[src/rtl/fe_fifo_arbiter.sv]
// Two-requester write arbiter for the front-end capture FIFO: per-source queues,
// round-robin grant, TIME-packet lock, saturating drop counters, sticky overflow.
module fe_fifo_arbiter #(
    parameter int unsigned pTIME_WIDTH = 16,
    parameter int unsigned pDEPTH      = 4,
    parameter int unsigned pDROP_WIDTH = 16,
    parameter logic [1:0]  pCMD_TIME   = 2'd2
) (
    input  logic                   fe_clk,
    input  logic                   reset_n,
    input  logic                   I_arm,
    input  logic                   I_a_wr,
    input  logic [pTIME_WIDTH-1:0] I_a_time,
    input  logic [1:0]             I_a_cmd,
    input  logic                   I_b_wr,
    input  logic [pTIME_WIDTH-1:0] I_b_time,
    input  logic [1:0]             I_b_cmd,
    input  logic                   I_fifo_full,
    output logic                   O_fifo_wr,
    output logic [pTIME_WIDTH-1:0] O_fifo_time,
    output logic [1:0]             O_fifo_cmd,
    output logic                   O_fifo_src,
    output logic [pDROP_WIDTH-1:0] O_a_drops,
    output logic [pDROP_WIDTH-1:0] O_b_drops,
    output logic                   O_overflow
);

    localparam int unsigned AW = $clog2(pDEPTH);
    localparam int unsigned EW = pTIME_WIDTH + 2;

    logic                arm_r;
    logic                arm_rise;
    logic                last_grant;
    logic                lock_on;
    logic                lock_src;
    logic                sel;
    logic                pop;
    logic [1:0]          ne;
    logic [1:0]          full;
    logic [1:0]          wr;
    logic [1:0]          pop_s;
    logic [1:0]          push_ok;
    logic [1:0]          drop;
    logic [1:0][EW-1:0]  din;
    logic [1:0][EW-1:0]  head;
    logic [EW-1:0]       pop_entry;

    assign arm_rise = I_arm & ~arm_r;
    assign wr       = {I_b_wr, I_a_wr};
    assign din[0]   = {I_a_time, I_a_cmd};
    assign din[1]   = {I_b_time, I_b_cmd};

    for (genvar g = 0; g < 2; g++) begin : g_q
        logic [EW-1:0] mem [pDEPTH];
        logic [AW-1:0] wptr;
        logic [AW-1:0] rptr;
        logic [AW:0]   cnt;

        always_ff @(posedge fe_clk) begin
            if (push_ok[g]) mem[wptr] <= din[g];
        end

        always_ff @(posedge fe_clk or negedge reset_n) begin
            if (!reset_n) begin
                wptr <= '0;
                rptr <= '0;
                cnt  <= '0;
            end else if (arm_rise) begin
                wptr <= '0;
                rptr <= '0;
                cnt  <= '0;
            end else begin
                if (push_ok[g]) wptr <= wptr + 1'b1;
                if (pop_s[g])   rptr <= rptr + 1'b1;
                if (push_ok[g] && !pop_s[g])      cnt <= cnt + 1'b1;
                else if (!push_ok[g] && pop_s[g]) cnt <= cnt - 1'b1;
            end
        end

        // Power-of-2 depth: the count MSB is set only when the queue is full.
        assign ne[g]   = |cnt;
        assign full[g] = cnt[AW];
        assign head[g] = mem[rptr];
    end

    always_comb begin
        sel = last_grant;
        if (lock_on && ne[lock_src])  sel = lock_src;
        else if (ne[0] && !ne[1])     sel = 1'b0;
        else if (!ne[0] && ne[1])     sel = 1'b1;
        else                          sel = ~last_grant;
        pop       = ~I_fifo_full & (|ne) & ~arm_rise;
        pop_s     = pop ? (sel ? 2'b10 : 2'b01) : 2'b00;
        push_ok   = wr & (~full | pop_s) & {2{~arm_rise}};
        drop      = wr & ~(~full | pop_s) & {2{~arm_rise}};
        pop_entry = head[sel];
    end

    always_ff @(posedge fe_clk or negedge reset_n) begin
        if (!reset_n) begin
            arm_r       <= 1'b0;
            last_grant  <= 1'b1;
            lock_on     <= 1'b0;
            lock_src    <= 1'b0;
            O_fifo_wr   <= 1'b0;
            O_fifo_time <= '0;
            O_fifo_cmd  <= '0;
            O_fifo_src  <= 1'b0;
            O_a_drops   <= '0;
            O_b_drops   <= '0;
            O_overflow  <= 1'b0;
        end else begin
            arm_r <= I_arm;
            if (arm_rise) begin
                last_grant <= 1'b1;
                lock_on    <= 1'b0;
                lock_src   <= 1'b0;
                O_fifo_wr  <= 1'b0;
                O_a_drops  <= '0;
                O_b_drops  <= '0;
                O_overflow <= 1'b0;
            end else begin
                O_fifo_wr <= pop;
                if (pop) begin
                    O_fifo_time <= pop_entry[EW-1:2];
                    O_fifo_cmd  <= pop_entry[1:0];
                    O_fifo_src  <= sel;
                    last_grant  <= sel;
                    // A TIME pop pins the next grant to the same source.
                    if (pop_entry[1:0] == pCMD_TIME) begin
                        lock_on  <= 1'b1;
                        lock_src <= sel;
                    end else begin
                        lock_on  <= 1'b0;
                    end
                end else if (lock_on && !ne[lock_src]) begin
                    lock_on <= 1'b0;
                end
                if (drop[0] && O_a_drops != '1) O_a_drops <= O_a_drops + 1'b1;
                if (drop[1] && O_b_drops != '1) O_b_drops <= O_b_drops + 1'b1;
                if (|drop) O_overflow <= 1'b1;
            end
        end
    end

endmodule

[config.mk]
export PLATFORM = sky130hd
export DESIGN_NAME = fe_fifo_arbiter
export DESIGN_NICKNAME = d
export VERILOG_FILES = /design/src/rtl/fe_fifo_arbiter.sv
export SDC_FILE = /design/constraint.sdc
export NUM_CORES = 1
export LEC_CHECK = 0
export ABC_CLOCK_PERIOD_IN_PS = 3400
export CORE_ASPECT_RATIO = 1.2
export CORE_MARGIN = 2
export CORE_UTILIZATION = 35
export DETAILED_ROUTE_END_ITERATION = 8
export SLEW_MARGIN = 20
export SYNTH_ARGS = -nofsm -noshare
export SYNTH_HDL_FRONTEND = slang
export SYNTH_SLANG_ARGS = --single-unit
[constraint.sdc]
create_clock -name fe_clk -period 3.4 [get_ports fe_clk]
set_clock_uncertainty 0.1 [all_clocks]
set_input_delay 0.51 -clock fe_clk [delete_from_list [all_inputs] [get_ports fe_clk]]
set_output_delay 0.51 -clock fe_clk [all_outputs]
set_load 0.005 [all_outputs]
==> flow_results.org <==
** Floorplan
- Pin placement for this block handled 95 I/O pins.
- Die area :: 28000 sq um
- Vert. Die Dim :: 183 um
- After floorplanning, the core was sized to cover 26300 sq um.
- Row Count :: 65
- Width of the die :: 153 um
- The initial utilization of the core area, before any placement, comes to 35.5%.

** Power
- For this design the total switching power over the nets is 0.00265 W.
- Peak supply drop :: 0.000428 V
- Per report_power, the sequential group accounts for 40.7% of the total.
- Relative contribution of combinational cells to total power :: 28.4%
- Int Pwr :: 0.00616 W
- For this design the static power due to leakage is 4.16 nW.
- The clock network accounts for 30.9% of the total power.
- Switching portion of total power :: 30.1%
- In this run the power density over the cells is 764 nW/um^2.

** Global routing
- GRT Util Overall :: 14.3%
- Largest net degree at the start of global routing :: 72
- Initial antenna violation count :: 0
- The first global-routing pass estimated 31500 um of wire.
- Summed over all layers, the global routing overflow is 0.
- Via count of the first global-routing pass :: 5635

** Min path
- HP Class :: in -> async

** Synthesis
- For this run, the leading register cell type out of synthesis is sky130_fd_sc_hd__edfxtp_1.
- By instance count, the leading cell after synthesis is sky130_fd_sc_hd__edfxtp_1.
- Of the total synthesized cell area, the portion taken by AND, OR, NAND and NOR gates is 9.70%.
- In the synthesized netlist, the cells that appear most often are sky130_fd_sc_hd__edfxtp_1 (144), sky130_fd_sc_hd__dfrtp_1 (70), sky130_fd_sc_hd__nand2_1 (50).
- Nets in the synthesized netlist :: 673
- Post-synth design cell area :: 9320 sq um
- In the synthesized netlist the async set-or-reset flop fraction comes to 33.0%.
- Post-synthesis cell type with the largest combined area :: sky130_fd_sc_hd__edfxtp_1
- By area the synthesized netlist is led by sky130_fd_sc_hd__edfxtp_1 (46%), sky130_fd_sc_hd__dfrtp_1 (19%), sky130_fd_sc_hd__mux4_2 (5.6%).
- Of the synthesized area, sequential elements account for 65.5%.
- The portion of synthesized area spent on multiplexers is 12.4%.
- By area, the combinational part of the netlist is dominated by multiplexers.
- Counting distinct cell types in the post-synthesis netlist gives 70.
- Summing the areas of all fa, ha and maj instances in the mapped netlist gives 1.77% of the synthesized area.
- Synthesis produced a netlist whose cell count is 619.
- Summing the areas of all xor and xnor instances in the mapped netlist gives 0.470% of the synthesized area.
- Dividing the synthesized area by the synthesized cell count gives 15.1 sq um.
- The Yosys step of the flow raised 0 warnings.
- Proportion of netlist area held by the largest area contributor :: 46.4%
- Synth Area in Compound Gates :: 8.01%
- After synthesis the netlist holds a flip-flop and latch count of 215.
- Number of enable flip-flop cells after synthesis :: 144

** Detailed routing
- The first routing iteration left 399 violations.
- Dividing the detail-routed wire length by the instance count gives 18.5 um.
- Number of DRC violations after detailed routing :: 0
- Vias per Instance :: 5.22
- Total routed wirelength :: 20000 um
- Overall via count from detail_route :: 5655
- Final antenna-violating net count :: 0
- First-pass DRT Iterations :: 5

** CTS
- Once the clock tree was built, the setup fixing pass inserted 0 buffers.
- Buffer type at the clock tree root :: sky130_fd_sc_hd__clkbuf_16
- The clock drives 215 sinks.
- Resize count post-CTS :: 0
- Clk_lat worst skew :: 0.53 ns
- Reg clk slew, reported paths :: 0.05 ns
- In this run the number of H-tree levels came out at 1.
- Buffers inserted to repair hold after CTS numbered 0.
- In this run the deepest clock path goes through 3 buffers.
- TritonCTS built the clock tree.
- Number of buffers inserted during clock tree synthesis :: 24

** Setup path
- Worst setup EP type :: register
- Cell count of the worst reg-to-reg path :: 8
- Largest stage delay, worst path :: 0.51 ns
- CP Data Arrival Time :: 3.16 ns
- The critical path is of the reg -> reg type.
- The slowest stage of the critical path is the sky130_fd_sc_hd__a211oi_1 cell.
- Startpoint class of the critical path :: register
- Worst EP required :: 3.75 ns
- In this run the worst path has a maximum fanout of 10.
- The signal on the critical path passes through nor3_2, a21o_1, nand2_1, a211oi_1, nor2b_1, fa_1, nor2_1, mux2_1.

** STA
- The final hold violation count came to 0.
- Final-report max-slew violation count :: 0
- Setup violations remaining at the end of the flow were counted as 0.
- Headroom to the max-slew limit came out at 38.0%.
- Setup repair after global routing left no endpoint under its margin.
- Tightest Pin Transition :: 0.929 ns
- Setup slack after layout :: 0.593 ns
- After routing, the total negative slack on setup checks comes to 0 ns.
- The worst path uses 82.6% of the clock period.
- The clock period could shrink to 2.81 ns.
- For this run, the top clock speed supported by timing is 0.356 GHz.

** Layout
- Antenna diodes :: 0
- After routing the design area is 11500 sq um.
- Post-layout nets :: 784
- Area added between synthesis and finish :: 23.8%
- The post-route netlist has 13.8% of its cells at a drive strength greater than 1.

** Placement
- Placer congestion estimate :: 0.781
- Once detailed placement completed, the half-perimeter wirelength came to 13200 um.
- OpenSTA, run right after detailed placement, puts the worst setup slack at 0.474 ns.
- Placement-stage cell area :: 10700 sq um
- During placement, the flow inserted port buffers numbering 94.

** Job
- Max-cap violation count :: 0

** Run status
- The flow ran to the end, and the final reports show no timing, DRC or antenna violations.
[path summary, 6_finish.rpt]
path / from / to / slack, ns
hold / removal: reset_n / O_a_drops[4]$_DFFE_PN0P_ / 0.04
hold reg to reg: O_a_drops[6]$_DFFE_PN0P_ / O_a_drops[6]$_DFFE_PN0P_ / 0.40
setup reg to reg: g_q[0].cnt[2]$_DFFE_PN0P_ / g_q[1].cnt[1]$_DFFE_PN0P_ / 0.59
max in group asynchronous: reset_n / O_fifo_time[4]$_DFFE_PN0P_ / 2.57
setup / recovery: g_q[0].cnt[2]$_DFFE_PN0P_ / g_q[1].cnt[1]$_DFFE_PN0P_ / 0.59
min in group fe_clk: O_a_drops[6]$_DFFE_PN0P_ / O_a_drops[6]$_DFFE_PN0P_ / 0.40
[registers in the layout, indices dropped and copies added (netlist names), 2 cells and up]
signal / count
g_q.wptr: 4
g_q.mem: 144
O_fifo_time: 16
O_a_drops: 16
g_q.cnt: 6
g_q.rptr: 4
O_fifo_cmd: 2
O_b_drops: 16
[cells in the final DEF, fill, tap and decap left out, types with 4 or more instances in the layout]
| cell | n |
|---|---|
| sky130_fd_sc_hd__o21ai_0 | 25 |
| sky130_fd_sc_hd__nor4_1 | 8 |
| sky130_fd_sc_hd__and2_1 | 10 |
| sky130_fd_sc_hd__ha_1 | 10 |
| sky130_fd_sc_hd__edfxtp_1 | 144 |
| sky130_fd_sc_hd__clkdlybuf4s50_1 | 93 |
| sky130_fd_sc_hd__clkbuf_1 | 6 |
| sky130_fd_sc_hd__buf_4 | 22 |
| sky130_fd_sc_hd__and3_1 | 4 |
| sky130_fd_sc_hd__nand2_1 | 50 |
| sky130_fd_sc_hd__a221o_1 | 5 |
| sky130_fd_sc_hd__a211o_1 | 4 |
| sky130_fd_sc_hd__bufinv_16 | 4 |
| sky130_fd_sc_hd__o31ai_1 | 9 |
| sky130_fd_sc_hd__o21ai_1 | 10 |
| sky130_fd_sc_hd__or4_1 | 8 |
| sky130_fd_sc_hd__a21oi_1 | 25 |
| sky130_fd_sc_hd__nand4_1 | 5 |
| sky130_fd_sc_hd__dfrtp_1 | 70 |
| sky130_fd_sc_hd__nor3_1 | 8 |
| sky130_fd_sc_hd__nand3_1 | 15 |
| sky130_fd_sc_hd__clkbuf_16 | 24 |
| sky130_fd_sc_hd__nand2b_1 | 7 |
| sky130_fd_sc_hd__nor2_1 | 22 |
| sky130_fd_sc_hd__mux4_2 | 23 |
| sky130_fd_sc_hd__xor2_1 | 4 |
| sky130_fd_sc_hd__inv_1 | 14 |
| sky130_fd_sc_hd__mux2i_1 | 26 |
| sky130_fd_sc_hd__mux4_1 | 13 |
| sky130_fd_sc_hd__or3_1 | 10 |
[critical path: cells and delay by family, from the launching register on]
kind,cells,cell delay (ns)
AO/OA/AOI/OAI,2,0.81
adder cells (fa/ha/maj),1,0.42
AND/OR/NAND/NOR,4,0.80
flip-flops,1,0.49
multiplexers,1,0.13
[power by group through the flow]
stage	sequential (W)	clock (W)	combinational, W
6_report	0.00359	0.00272	0.00250
5_1_grt	0.00364	0.00288	0.00277
4_1_cts	0.00359	0.00279	0.00256
3_5_place_dp	0.00363	0	0.00255
3_3_place_gp	0.00363	0	0.00252
2_1_floorplan	0.00349	0	0.00177
[final cells by class]
class / instances / area [sq um]
fill: 2361 / 14700
sequential: 215 / 6100
multi-input combinational: 359 / 3020
timing repair buffer: 115 / 1100
clock buffer: 33 / 664
tap: 335 / 419
clock inverter: 11 / 184
inverter: 15 / 56.3
[layer usage]
layer / wire length, um / GRT usage [%]
met5: 0 / 0
met4: 322 / 3.11
met2: 9800 / 24.4
met1: 8800 / 19.2
met3: 1060 / 2.53
[through the flow]
| stage | std cells | hold slack, ns | total power (W) | utilization (%) |
|---|---|---|---|---|
| floorplan | 619 | 0.114 | 0.00526 | - |
| global placement | 1039 | 0.385 | 0.00615 | 40.7 |
| detailed placement | 1039 | 0.381 | 0.00619 | 40.7 |
| CTS | 1083 | 0.0627 | 0.00894 | 43.9 |
| global route | 1083 | 0.120 | 0.00929 | 43.9 |
| finish | 1083 | 0.0424 | 0.00881 | 43.9 |
[logic make-up (layout without fill, tap and decap cells)]
kind of cell	Yosys count	count (layout)
multiplexers	65	65
flip-flops	215	215
buffers and inverters	45	174
XOR/XNOR	5	5
adder cells (fa/ha/maj)	12	12
AO/OA/AOI/OAI	110	110
AND/OR/NAND/NOR	167	167
Power figures use the tool's default switching activity.
